--- config.mk ---
export PLATFORM = sky130hd
export DESIGN_NAME = dsp_mac_sequencer_flat
export DESIGN_NICKNAME = d
export VERILOG_FILES = /design/src/rtl/dsp_seq_pkg.sv /design/src/rtl/dsp_mac_sequencer_if.sv /design/src/rtl/seq_tag_pipe.sv /design/src/rtl/dsp_mac_sequencer.sv /design/src/flat_wrapper.sv
export SDC_FILE = /design/constraint.sdc
export NUM_CORES = 1
export LEC_CHECK = 0
export BUFFER_PORTS_ARGS = -buffer_cell sky130_fd_sc_hd__buf_2
export CORE_UTILIZATION = 30
export CTS_CLUSTER_SIZE = 28
export DETAILED_ROUTE_END_ITERATION = 8
export PLACE_DENSITY = 0.66
export SKIP_CTS_REPAIR_TIMING = 1
export SYNTH_ARGS = -nofsm -noshare
export SYNTH_HDL_FRONTEND = slang
export SYNTH_SLANG_ARGS = --single-unit
--- constraint.sdc ---
create_clock -name clk -period 3.55 [get_ports clk]
set_input_delay 0.8875 -clock clk [delete_from_list [all_inputs] [get_ports clk]]
set_output_delay 0.8875 -clock clk [all_outputs]
set_load 0.05 [all_outputs]
--- src/rtl/dsp_seq_pkg.sv ---
// dsp_seq_pkg: shared states, tags and DSP48A1 OPMODE encodings for the MAC sequencer
package dsp_seq_pkg;
    typedef enum logic [1:0] {S_IDLE, S_ISSUE, S_DRAIN, S_DONE} state_t;
    typedef enum logic [1:0] {TAG_NONE, TAG_BUBBLE, TAG_VALID, TAG_FIRST} tag_t;
    localparam logic [1:0] Z_ZERO = 2'b00;
    localparam logic [1:0] Z_P    = 2'b10;
    localparam logic [1:0] X_ZERO = 2'b00;
    localparam logic [1:0] X_M    = 2'b01;
    localparam logic [7:0] OPM_IDLE   = 8'h00;
    localparam logic [7:0] OPM_BUBBLE = {4'b0000, Z_P, X_ZERO};
    localparam logic [7:0] OPM_FIRST  = {4'b0000, Z_ZERO, X_M};
    localparam logic [7:0] OPM_ACC    = {4'b0000, Z_P, X_M};
    function automatic logic [7:0] tag_opmode(tag_t t, logic sub);
        return t == TAG_FIRST  ? {sub, OPM_FIRST[6:0]} :
               t == TAG_VALID  ? {sub, OPM_ACC[6:0]}   :
               t == TAG_BUBBLE ? OPM_BUBBLE : OPM_IDLE;
    endfunction
endpackage

--- src/rtl/dsp_mac_sequencer_if.sv ---
// dsp_mac_sequencer_if: request/operand/result handshakes plus the slice-facing signals
interface dsp_mac_sequencer_if #(parameter int LEN_W = 16);
    logic start;
    logic [LEN_W-1:0] len;
    logic sub;
    logic in_valid;
    logic in_ready;
    logic signed [17:0] in_a;
    logic signed [17:0] in_b;
    logic out_valid;
    logic out_ready;
    logic signed [47:0] out_p;
    logic busy;
    logic signed [17:0] dsp_a;
    logic signed [17:0] dsp_b;
    logic [7:0] dsp_opmode;
    logic signed [47:0] dsp_p;
    modport master (
        output start, len, sub, in_valid, in_a, in_b, out_ready, dsp_p,
        input  in_ready, out_valid, out_p, busy, dsp_a, dsp_b, dsp_opmode
    );
    modport slave (
        input  start, len, sub, in_valid, in_a, in_b, out_ready, dsp_p,
        output in_ready, out_valid, out_p, busy, dsp_a, dsp_b, dsp_opmode
    );
endinterface

--- src/rtl/seq_tag_pipe.sv ---
// seq_tag_pipe: fixed-depth delay line aligning issue tags with the slice multiplier output
module seq_tag_pipe
    import dsp_seq_pkg::*;
#(
    parameter int DEPTH = 1
) (
    input  logic clk,
    input  logic rst,
    input  tag_t d,
    output tag_t q
);
    tag_t sr [DEPTH];
    // shift tags one stage per clock
    always_ff @(posedge clk or posedge rst) begin
        if (rst) sr <= '{default: TAG_NONE};
        else begin
            sr[0] <= d;
            for (int i = 1; i < DEPTH; i++) sr[i] <= sr[i-1];
        end
    end
    assign q = sr[DEPTH-1];
endmodule

--- src/rtl/dsp_mac_sequencer.sv ---
// dsp_mac_sequencer: streams operand pairs into a DSP48A1 slice and returns the dot product
module dsp_mac_sequencer
    import dsp_seq_pkg::*;
#(
    parameter int PIPE_LAT = 3,
    parameter int OPM_DLY  = 1,
    parameter int LEN_W    = 16
) (
    input logic clk,
    input logic rst,
    dsp_mac_sequencer_if.slave bus
);
    localparam int DW = $clog2(PIPE_LAT + 1);
    state_t state, state_n;
    tag_t tag_in, tag_q, tag_d;
    logic [LEN_W-1:0] rem;
    logic [DW-1:0] dcnt;
    logic sub_q, first_q, hs;
    assign hs = bus.in_valid && state == S_ISSUE;
    assign bus.in_ready  = state == S_ISSUE;
    assign bus.out_valid = state == S_DONE;
    assign bus.busy      = state != S_IDLE;
    // stale tags are masked whenever no vector is in flight
    assign bus.dsp_opmode = (state == S_IDLE || state == S_DONE) ? OPM_IDLE : tag_opmode(tag_d, sub_q);
    seq_tag_pipe #(.DEPTH(OPM_DLY)) u_tag_pipe (
        .clk(clk),
        .rst(rst),
        .d(tag_q),
        .q(tag_d)
    );
    // state register
    always_ff @(posedge clk or posedge rst) begin
        if (rst) state <= S_IDLE;
        else state <= state_n;
    end
    // next state and the tag entering the opmode pipeline
    always_comb begin
        state_n = state;
        tag_in  = TAG_NONE;
        case (state)
            S_IDLE: if (bus.start) state_n = bus.len != '0 ? S_ISSUE : S_DONE;
            S_ISSUE: begin
                tag_in = hs ? (first_q ? TAG_FIRST : TAG_VALID) : TAG_BUBBLE;
                if (hs && rem == LEN_W'(1)) state_n = S_DRAIN;
            end
            S_DRAIN: begin
                tag_in = TAG_BUBBLE;
                if (dcnt == '0) state_n = S_DONE;
            end
            default: if (bus.out_ready) state_n = S_IDLE;
        endcase
    end
    // operand registers, counters and result capture
    always_ff @(posedge clk or posedge rst) begin
        if (rst) begin
            rem       <= '0;
            dcnt      <= '0;
            sub_q     <= 1'b0;
            first_q   <= 1'b0;
            tag_q     <= TAG_NONE;
            bus.out_p <= '0;
            bus.dsp_a <= '0;
            bus.dsp_b <= '0;
        end else begin
            tag_q <= tag_in;
            if (state == S_IDLE && bus.start) begin
                if (bus.len != '0) begin
                    rem     <= bus.len;
                    sub_q   <= bus.sub;
                    first_q <= 1'b1;
                end else bus.out_p <= '0;
            end
            if (hs) begin
                bus.dsp_a <= bus.in_a;
                bus.dsp_b <= bus.in_b;
                rem       <= rem - 1'b1;
                first_q   <= 1'b0;
                dcnt      <= DW'(PIPE_LAT - 1);
            end
            if (state == S_DRAIN) begin
                dcnt <= dcnt - 1'b1;
                if (dcnt == '0) bus.out_p <= bus.dsp_p;
            end
        end
    end
endmodule
--- src/flat_wrapper.sv ---
// flat-port wrapper written by rule: the top's interface ports become plain ports
module dsp_mac_sequencer_flat import dsp_seq_pkg::*;
#(
    parameter int PIPE_LAT = 3,
    parameter int OPM_DLY  = 1,
    parameter int LEN_W    = 16
)
  (clk, rst, bus_start, bus_len, bus_sub, bus_in_valid, bus_in_a, bus_in_b, bus_out_ready, bus_dsp_p, bus_in_ready, bus_out_valid, bus_out_p, bus_busy, bus_dsp_a, bus_dsp_b, bus_dsp_opmode);
  dsp_mac_sequencer_if #(.LEN_W(LEN_W)) bus_i ();
  input logic clk;
  input logic rst;
  input wire logic [$bits(bus_i.start)-1:0] bus_start;
  input wire logic [$bits(bus_i.len)-1:0] bus_len;
  input wire logic [$bits(bus_i.sub)-1:0] bus_sub;
  input wire logic [$bits(bus_i.in_valid)-1:0] bus_in_valid;
  input wire logic [$bits(bus_i.in_a)-1:0] bus_in_a;
  input wire logic [$bits(bus_i.in_b)-1:0] bus_in_b;
  input wire logic [$bits(bus_i.out_ready)-1:0] bus_out_ready;
  input wire logic [$bits(bus_i.dsp_p)-1:0] bus_dsp_p;
  output wire logic [$bits(bus_i.in_ready)-1:0] bus_in_ready;
  output wire logic [$bits(bus_i.out_valid)-1:0] bus_out_valid;
  output wire logic [$bits(bus_i.out_p)-1:0] bus_out_p;
  output wire logic [$bits(bus_i.busy)-1:0] bus_busy;
  output wire logic [$bits(bus_i.dsp_a)-1:0] bus_dsp_a;
  output wire logic [$bits(bus_i.dsp_b)-1:0] bus_dsp_b;
  output wire logic [$bits(bus_i.dsp_opmode)-1:0] bus_dsp_opmode;
  assign bus_i.start = bus_start;
  assign bus_i.len = bus_len;
  assign bus_i.sub = bus_sub;
  assign bus_i.in_valid = bus_in_valid;
  assign bus_i.in_a = bus_in_a;
  assign bus_i.in_b = bus_in_b;
  assign bus_i.out_ready = bus_out_ready;
  assign bus_i.dsp_p = bus_dsp_p;
  assign bus_in_ready = bus_i.in_ready;
  assign bus_out_valid = bus_i.out_valid;
  assign bus_out_p = bus_i.out_p;
  assign bus_busy = bus_i.busy;
  assign bus_dsp_a = bus_i.dsp_a;
  assign bus_dsp_b = bus_i.dsp_b;
  assign bus_dsp_opmode = bus_i.dsp_opmode;
  dsp_mac_sequencer #(.PIPE_LAT(PIPE_LAT), .OPM_DLY(OPM_DLY), .LEN_W(LEN_W)) u_core (.clk(clk), .rst(rst), .bus(bus_i));
endmodule
Word-level counts from Yosys, hierarchy flattened

Index checks and enable logic that the tools add are counted.

Add/subtract/negate cells: 2
Equality and inequality tests: 10
Mux-type cells: 25
Reduce and logical (&&, ||, !) cells: 15

Operators by type and width:

| cell                                                                    | number |
|---|---|
| 48-bit two-way mux                                                      | 4 |
| 16-bit two-way mux                                                      | 3 |
| 8-bit two-way mux                                                       | 3 |
| 16-bit by 1-bit equality test with 1-bit output, second input constant  | 1 |
| 2-bit two-way mux                                                       | 8 |
| 16-bit nonzero test                                                     | 1 |
| 16-bit by 1-bit subtractor with 16-bit output, second input constant    | 1 |
| 2-bit equality test, second input constant                              | 4 |
| 2-bit nonzero test                                                      | 4 |
| 2-bit case mux with 3 select lines                                      | 1 |
| 2-bit by 1-bit equality test with 1-bit output, second input constant   | 2 |
| 2-bit zero test                                                         | 2 |
| 1-bit two-way mux                                                       | 4 |
| 4-bit two-way mux                                                       | 1 |
| 2-bit by 1-bit inequality test with 1-bit output, second input constant | 2 |
| 2-bit case mux with 2 select lines                                      | 1 |
| 2-bit AND reduction                                                     | 2 |
| 4-bit AND reduction                                                     | 1 |
| 4-bit nonzero test                                                      | 1 |
| 1-bit logical AND                                                       | 3 |
| 2-bit inequality test, second input constant                            | 1 |
| 2-bit by 1-bit subtractor with 2-bit output, second input constant      | 1 |
| 1-bit logical OR                                                        | 1 |

Flip-flop bits (word level): 110
Input bits: 106
Output and inout bits: 95
Word-level logic and storage cells: 62

Longest topological paths before layout

Gate-level depths: netlist of the first run.

Depth after elaboration: 5
Mapped depth: 9
Mapped depth without buffers: 7

Cells and area by module

From an unflattened synthesis of the first run, not the netlist that was laid out.

Cells, all modules: 442
Area total of the unflattened synthesis: 4626.9 µm²

By module, submodules not included:

| module            | instances | cells an instance | area each (µm²) |
|---|---|---|---|
| dsp_mac_sequencer | 1         | 439               | 4573.1 |
| seq_tag_pipe      | 1         | 3                 | 53.8 |

Worst setup path after synthesis of the first run

Ideal clock, no wire load.

Path kind: register to output
From: register u_core.state[0]
To: output port bus_dsp_opmode[7]
Arrival: 1.675 ns
Required time: 2.663 ns
Path slack: 0.988 ns
Stages on the path, launching flop included: 5
Cells stage by stage: dfrtp_1 -> inv_1 -> ha_1 -> o21a_1 -> and2_1

Cells in the longest elaborated chain, start to end: 3
Elaborated cells on any way between the ends: 4
Classes of those cells: eq/ne: 1; mux: 1; reduce/logical: 2

RTL lines:

| what                                                   | RTL line                | RTL |
|---|---|---|
| from (decl)                                            | dsp_mac_sequencer.sv:14 | `state_t state, state_n;` |
| from (signal assigned)                                 | dsp_mac_sequencer.sv:34 | `else state <= state_n;` |
| 2-bit equality test or 2-bit zero test (tied branches) | dsp_mac_sequencer.sv:24 | `assign bus.dsp_opmode = (state == S_IDLE \|\| state == S_DONE) ? OPM_IDLE : tag_opmode(tag_d, sub_q);` |
| 1-bit logical OR *                                     | dsp_mac_sequencer.sv:24 |  |
| 8-bit two-way mux *                                    | dsp_mac_sequencer.sv:24 |  |
| to (decl)                                              | flat_wrapper.sv:26      | `output wire logic [$bits(bus_i.dsp_opmode)-1:0] bus_dsp_opmode;` |

Every way passes the cells marked *; elsewhere a longest branch is shown, timed or not.

Worst setup path in the final report of the first run

From: register u_core.state[0]
To: register u_core.bus.out_p[39]

Cells in the longest elaborated chain, start to end: 5
Elaborated cells on any way between the ends: 6
Classes of those cells: eq/ne: 1; mux: 3; reduce/logical: 2

RTL lines:

| what                 | RTL line                   | RTL |
|---|---|---|
| 2-bit zero test      | dsp_mac_sequencer.sv:66    | `if (state == S_IDLE && bus.start) begin` |
| 1-bit logical AND    | dsp_mac_sequencer.sv:66    |  |
| 48-bit two-way mux   | dsp_mac_sequencer.sv:66    |  |
| 48-bit two-way mux   | dsp_mac_sequencer.sv:82    | `if (dcnt == '0) bus.out_p <= bus.dsp_p;` |
| 48-bit two-way mux * | dsp_mac_sequencer.sv:80    | `if (state == S_DRAIN) begin` |
| to (signal assigned) | dsp_mac_sequencer.sv:82    |  |
| to (decl)            | dsp_mac_sequencer_if.sv:24 | `output in_ready, out_valid, out_p, busy, dsp_a, dsp_b, dsp_opmode` |

Marks and branches as above.
A chain may end at the register's enable or synchronous reset.

==> results of run 1 <==
==> worst max-delay path by stage <==
stage	startpoint	endpoint	slack (ps)	depth (start not counted)
after floorplan	u_core.state[0]	bus_dsp_opmode[7]	990	4
after global placement	bus_len[1]	u_core.bus.out_p[38]	590	5
after detailed placement	bus_len[1]	u_core.bus.out_p[42]	500	5
after CTS	u_core.state[0]	u_core.bus.out_p[7]	730	5
after global routing	u_core.state[0]	u_core.bus.out_p[6]	530	5
final	u_core.state[0]	u_core.bus.out_p[39]	730	5
==> power by group <==
group          internal [W]  leakage [nW]  switching (W)
Clock              0.000714         0.170       0.000472
Combinational      0.000896          1.73        0.00252
Sequential          0.00182          1.36       0.000362
==> layout make-up <==
| cell class | instances | area, µm² | area share, % |
|---|---|---|---|
| clock inverter | 6 | 115.1 | 1.881 |
| sequential | 110 | 2753 | 44.98 |
| inverter | 12 | 48.80 | 0.7974 |
| timing repair buffer | 201 | 1033 | 16.89 |
| tap | 184 | 230.2 | 3.762 |
| multi-input combinational | 284 | 1700 | 27.79 |
| clock buffer | 10 | 239.0 | 3.905 |
==> kinds of logic after synthesis <==
group / after synthesis
AOI/OAI and AO/OA: 88
adders and majority gates: 9
buffers and inverters: 42
DFF: 110
muxes: 4
other: 1
and+or+nand+nor: 178
==> metal layers <==
| layer | global-route usage, % | vias to the layer above | share of wire [%] |
|---|---|---|---|
| met5 | 0 | - | 0 |
| li1 | - | 1870 | - |
| met4 | 6.449 | 0 | 1.8 |
| met2 | 24.22 | 194 | 45 |
| met3 | 4.163 | 22 | 8.5 |
| met1 | 21.10 | 1915 | 45 |
==> metrics by stage <==
| step | power, W | hold WS, ps |
|---|---|---|
| after floorplan | 0.004773 | 331.2 |
| final | 0.006792 | 356.4 |
| after detailed placement | 0.005636 | 340.2 |
| after CTS | 0.006847 | 357.6 |
| after global placement | 0.005545 | 334.3 |
| after global routing | 0.007185 | 368.7 |
==> sequential cells by signal (all words and copies together) (netlist names), 2 cells and up <==
signal,count
u_core.bus.out_p,48
u_core.bus.dsp_b,18
u_core.state,2
u_core.bus.dsp_a,18
u_core.dcnt,2
u_core.u_tag_pipe.q,2
u_core.rem,16
u_core.tag_q,2
==> critical path, stage by stage (launching register included) <==
cell and delay (ps):
sky130_fd_sc_hd__dfrtp_1 390, sky130_fd_sc_hd__inv_1 100, sky130_fd_sc_hd__ha_1 300, sky130_fd_sc_hd__and2_2 510, sky130_fd_sc_hd__a31oi_4 1140, sky130_fd_sc_hd__a22o_1 270
==> synth_stat cells (all sizes together) <==
cell | count | area, µm²
o21bai | 1 | 7.510
and3 | 2 | 12.51
nor3b | 1 | 7.510
o41ai | 1 | 16.27
mux2i | 2 | 20.02
nand3 | 7 | 35.03
o21a | 2 | 15.01
a22oi | 1 | 7.510
o211ai | 2 | 15.01
o311ai | 2 | 17.52
buf | 15 | 78.83
ha | 9 | 112.6
conb | 1 | 3.750
a32o | 1 | 10.01
nor4 | 8 | 62.56
a21boi | 2 | 15.01
a31oi | 1 | 6.260
o221ai | 1 | 15.01
nor2b | 1 | 6.260
dfrtp | 110 | 2753
o31ai | 2 | 15.01
a221o | 1 | 10.01
nor3 | 13 | 70.07
or4 | 3 | 26.27
a21oi | 7 | 35.03
nor2 | 13 | 48.80
a21o | 1 | 7.510
a22o | 48 | 420.4
a211oi | 4 | 30.03
and2 | 4 | 25.03
mux2 | 2 | 22.52
a41oi | 1 | 8.760
o22ai | 1 | 6.260
o2bb2ai | 1 | 8.760
or3 | 2 | 17.52
and4 | 1 | 8.760
o21ai | 6 | 33.78
clkbuf | 15 | 56.30
inv | 12 | 45.04
o221a | 1 | 11.26
a31o | 1 | 8.760
nand2 | 122 | 457.9
nand3b | 1 | 7.510
==> implementation parameters, run 1 <==
Parameter                              Value

STA
  Aggregate negative setup slack ... 0 ps
  Final setup skew ... around 8.2 ps
  Peak clock frequency supported by timing ... 0.3547 GHz
  Final worst setup slack ... approximately 730 ps
  Share of the cycle needed by the critical path after routing ... 79.41%
  Number of setup violations in the final report ... 0
  Setup repair after global routing missed its margin ... no
  Crit path time final ... 2819 ps
  Worst Max-Slew Pin Slew ... 1307 ps
  Final Slew Violations ... 0
  Max_slew headroom ... between 10% and 20%
  Hold Fails Final Rpt ... 0

Final layout
  Final design area excluding fillers ... 6120 µm²
  Number of fillers in the final layout ... 1445
  Inserted Diodes ... 0
  Most frequent standard cell in the layout excluding fill and tap cells ... sky130_fd_sc_hd__buf_2
  Most used cells in the layout excluding fill and tap cells ... 195 x sky130_fd_sc_hd__buf_2, 121 x sky130_fd_sc_hd__nand2_1, 110 x sky130_fd_sc_hd__dfrtp_1, 48 x sky130_fd_sc_hd__a22o_1, 13 x sky130_fd_sc_hd__nor2_1
  Area Growth Syn to Fin ... 33.09%
  Layout cell share with drive strength beyond 1 ... 37.24%
  Final cell utilization of the core ... between 40 and 50%
  Layout Nets ... 733
  Post-route insts no fill ... 807

Global routing
  Largest net degree at the start of global routing ... 70
  GRT Total Usage ... 15.75%
  Initial antenna violation count ... 0
  First-pass GRT wire length ... 19.72 mm
  Via count of the first global-routing pass ... 3882
  Total overflow reported by the global router ... 0

Place
  Number of cells after detailed placement ... 791
  Cell area after placement ... between 5000 and 6000 µm²
  HPWL reported at the end of detailed placement ... 8.526 mm
  RePlAce Congestion ... 0.8125
  Quantity of I/O buffers inserted on ports ... 195
  Minimum setup slack after placement ... 504.5 ps

Setup path
  Data arrival time at the worst-slack endpoint ... between 3000 and 4000 ps
  Worst flop-to-flop path startpoint ... u_core.state[0]
  Reg2reg setup slack ... 730 ps
  Worst Reg-to-Reg Cells ... 5
  Class of the most critical setup path ... register to register
  Endpoint required time on the critical path ... 3830 ps
  Sort of element at the start of the critical path ... register
  Largest fanout on the critical path ... 49
  Type of element capturing the critical path ... register
  Capture instance of the worst register-to-register path ... u_core.bus.out_p[39]

Min path
  Worst hold-check path type ... register to register
  Hold Crit Depth ... 0
  Worst Min Path Start ... u_core.tag_q[0]
  Worst min-delay path endpoint ... u_core.u_tag_pipe.q[0]

Yosys
  Mux contribution to synthesized area ... 0.9252%
  Number of instances in the synthesized netlist ... 432
  Number of storage elements in the synthesis netlist ... 110
  Proportion of synthesized chip area in sequential cells ... 59.86%
  Compound-gate portion of the synthesized area ... 15.67%
  Adder-Cell Fraction of Synth Area ... 2.449%
  Main combinational cell family by area after synthesis ... simple AND/OR/NAND/NOR gates
  Area share of and/or/nand/nor cells after synthesis ... between 10% and 20%
  Yosys warning total ... 0
  Synthesized area divided by synthesized cell count ... 10.64 µm²
  Combined area of all synthesized cells ... 4598 µm²
  Number of different library cells in the post-synthesis netlist ... 53
  Post-synthesis share of cell area spent on xor and xnor gates ... 0%

Die
  Overall die width ... between 100 and 150 µm
  Area of the die ... about 16000 µm²
  Row cnt ... between 40 and 50
  Floorplan core area ... 14750 µm²
  Die Span Y ... around 130 µm
  Number of primary I/O pins ... 201
  Effective utilization at floorplan ... 31.17%

Route
  Count of vias placed by the detailed router ... 4001
  ANT nets after route ... 0
  Pre-antenna DRT Iters ... 4
  Overall routed net length ... 12.07 mm
  Ratio of routed vias to standard cells ... 4.958
  Final routed DRC violation total ... 0
  Count of routing violations after the opening detailed-route iteration ... 184
  Wire length per cell after detailed routing ... 14.95 µm

Power
  Pwr/cell area ... 1110 nW/µm²
  Max IR drop VDD ... 0.0006597 V
  P_leak ... approximately 3.3 nW

Clock tree
  Clock root cell ... sky130_fd_sc_hd__clkbuf_16
  Clock tree from TritonCTS ... done
  Clock sink total ... 110
  Clock Tree Buf Depth ... 2
  Number of buffers inserted during clock tree synthesis ... 9
  Deepest level of the CTS H-tree ... 3
  Clk Latency, worst-skew pair ... 350 ps
  Clock slew at reported path FFs ... 70 ps

Run
  Maximum Capacitance Violations ... 0

Outcome
  Outcome ... completed
Note: power is estimated with default switching activity, not from simulation.
==> run 2: changes to the inputs <==
PLACE_DENSITY = 0.64   (was 0.66)
clock period = 2.75 ns   (was 3.55 ns; I/O delays follow)
==> implementation parameters, run 2 (same netlist as run 1, synthesis figures left out) <==
Parameter                              Value

Clock tree
  Clk Latency, worst-skew pair ... 350 ps (about the same)
  Deepest level of the CTS H-tree ... 3 (unchanged)
  Clock Tree Buf Depth ... 2 (unchanged)
  Number of buffers inserted during clock tree synthesis ... 9 (unchanged)
  Clock slew at reported path FFs ... 70 ps (about the same)
  Clock sink total ... 110 (unchanged)
  Clock root cell ... sky130_fd_sc_hd__clkbuf_16 (unchanged)
  Clock tree from TritonCTS ... done (unchanged)

Setup path
  Reg2reg setup slack ... 340 ps (was 730 ps)
  Largest fanout on the critical path ... 51 (was 49)
  Class of the most critical setup path ... register to register (unchanged)
  Endpoint required time on the critical path ... 3010 ps (was 3830 ps)
  Type of element capturing the critical path ... register (unchanged)
  Data arrival time at the worst-slack endpoint ... 2670 ps (was 3100 ps)
  Sort of element at the start of the critical path ... register (unchanged)

Final layout
  Layout cell share with drive strength beyond 1 ... 37.38% (was 37.24%)
  Area Growth Syn to Fin ... 33.66% (was 33.09%)
  Largest reg by FF count ... u_core.bus.out_p (unchanged)
  Most frequent standard cell in the layout excluding fill and tap cells ... sky130_fd_sc_hd__buf_2 (unchanged)
  Layout Nets ... 736 (was 733)
  Most used cells in the layout excluding fill and tap cells ... 195 x sky130_fd_sc_hd__buf_2, 121 x sky130_fd_sc_hd__nand2_1, 110 x sky130_fd_sc_hd__dfrtp_1, 48 x sky130_fd_sc_hd__a22o_1, 13 x sky130_fd_sc_hd__nor2_1 (unchanged)
  Number of fillers in the final layout ... 1435 (was 1445)
  Registers with the most flip-flops ... u_core.bus.out_p (48), u_core.bus.dsp_a (18), u_core.bus.dsp_b (18) (unchanged)
  Area used by sequential logic in the layout ... 2753 µm² (unchanged)
  Largest register FFs ... 48 (unchanged)
  Area of the multi-input gates ... 1700 µm² (unchanged)
  Inserted Diodes ... 0 (unchanged)

Die
  Row cnt ... 44 (unchanged)
  Floorplan core area ... 14750 µm² (unchanged)
  Number of primary I/O pins ... 201 (unchanged)
  Area of the die ... 15830 µm² (unchanged)
  Effective utilization at floorplan ... 31.17% (unchanged)
  Overall die width ... 125.8 µm (unchanged)
  Die Span Y ... 125.8 µm (unchanged)

Power
  Relative contribution of the clock network to total power ... 17.1% (was 17.5%)
  P_leak ... 3.276 nW (was 3.259 nW)
  Max IR drop VDD ... 0.0006698 V (was 0.0006597 V)
  Pwr/cell area ... 1427 nW/µm² (was 1110 nW/µm²)
  Int Power ... 0.004434 W (was 0.003433 W)
  Total power ... 0.008768 W (was 0.006792 W)
  Relative contribution of combinational cells to total power ... 50.8% (was 50.3%)
  Proportion of power drawn by flip-flops and latches ... 32.1% (was 32.2%)
  Power dissipated by switching net loads ... 0.004335 W (was 0.003359 W)
  Net switching fraction of the power ... 49.44% (was 49.45%)

Global routing
  First-pass GRT wire length ... 19.48 mm (was 19.72 mm)
  Initial antenna violation count ... 0 (unchanged)
  Largest net degree at the start of global routing ... 111 (was 70)
  GRT Total Usage ... 15.46% (was 15.75%)
  Via count of the first global-routing pass ... 3881 (was 3882)
  Total overflow reported by the global router ... 0 (unchanged)

STA
  Peak clock frequency supported by timing ... 0.4150 GHz (was 0.3547 GHz)
  Setup repair after global routing missed its margin ... no (unchanged)
  Crit path time final ... 2409 ps (was 2819 ps)
  Worst Max-Slew Pin Slew ... 801.7 ps (was 1307 ps)
  Hold Fails Final Rpt ... 0 (unchanged)
  Final setup skew ... 9.479 ps (was 8.238 ps)
  Max_slew headroom ... 46.15% (was 12.90%)
  Final Slew Violations ... 0 (unchanged)
  Share of the cycle needed by the critical path after routing ... 87.62% (was 79.41%)
  Aggregate negative setup slack ... 0 ps (unchanged)
  Number of setup violations in the final report ... 0 (unchanged)

Place
  RePlAce Congestion ... 0.8222 (was 0.8125)
  Quantity of I/O buffers inserted on ports ... 195 (unchanged)
  HPWL reported at the end of detailed placement ... 8.359 mm (was 8.526 mm)

Route
  Ratio of routed vias to standard cells ... 4.875 (was 4.958)
  Pre-antenna DRT Iters ... 4 (unchanged)
  Count of vias placed by the detailed router ... 3949 (was 4001)
  Count of routing violations after the opening detailed-route iteration ... 193 (was 184)
  Final routed DRC violation total ... 0 (unchanged)
  Wire length per cell after detailed routing ... 14.73 µm (was 14.95 µm)
  ANT nets after route ... 0 (unchanged)
  Overall routed net length ... 11.93 mm (was 12.07 mm)

Min path
  Worst hold-check path type ... register to register (unchanged)

Run
  Maximum Capacitance Violations ... 0 (unchanged)

Outcome
  Outcome ... completed (unchanged)
-- run 2: cell type report --
type,instances,area share [%]
tap,184,3.746
multi-input combinational,284,27.67
inverter,12,0.7940
clock buffer,10,3.726
clock inverter,6,1.893
timing repair buffer,204,17.39
sequential,110,44.79
-- run 2: power by group through the flow --
| stage | Combinational, W | Clock (W) | Sequential, W |
|---|---|---|---|
| global route | 0.00472 | 0.00161 | 0.00290 |
| CTS | 0.00449 | 0.00155 | 0.00281 |
| global placement | 0.00442 | 0 | 0.00279 |
| detailed placement | 0.00449 | 0 | 0.00282 |
| floorplan | 0.00142 | 0 | 0.00474 |
| finish | 0.00445 | 0.00150 | 0.00281 |
-- run 2: final timing paths --
check | cells after the start | end | start
max | 8 | u_core.rem[11] | u_core.state[1]
min | 0 | u_core.u_tag_pipe.q[0] | u_core.tag_q[0]
max reg2reg | 8 | u_core.rem[11] | u_core.state[1]
min reg2reg | 0 | u_core.u_tag_pipe.q[0] | u_core.tag_q[0]
max in group asynchronous | 3 | u_core.u_tag_pipe.q[0] | rst
min in group asynchronous | 3 | u_core.bus.out_p[2] | rst
-- run 2: through the flow --
stage	hold WS [ps]	util, %	cells	area, µm²	setup WS, ps
floorplan	331.2	-	436	4617	387.5
global placement	331.7	39.31	794	5801	215.5
finish	359.9	41.66	810	6146	340.5
global route	377.5	41.66	810	6146	93.52
detailed placement	344.1	39.31	794	5801	204.4
CTS	360.3	41.66	810	6146	318.6
-- run 2: critical path, stage by stage (launching register included) --
cell,delay (ps)
sky130_fd_sc_hd__dfrtp_1,410
sky130_fd_sc_hd__inv_1,100
sky130_fd_sc_hd__ha_1,270
sky130_fd_sc_hd__and2_2,200
sky130_fd_sc_hd__buf_4,440
sky130_fd_sc_hd__nand3_1,310
sky130_fd_sc_hd__nor3_1,270
sky130_fd_sc_hd__nor3_1,70
sky130_fd_sc_hd__a211oi_1,240
-- run 2: per-layer routing --
layer	up-vias	GRT usage, %	part of all wire (%)
met1	1888	20.09	45
met3	14	4.248	7.2
met4	0	5.599	1.7
met5	-	0	0
met2	179	24.74	46
li1	1868	-	-
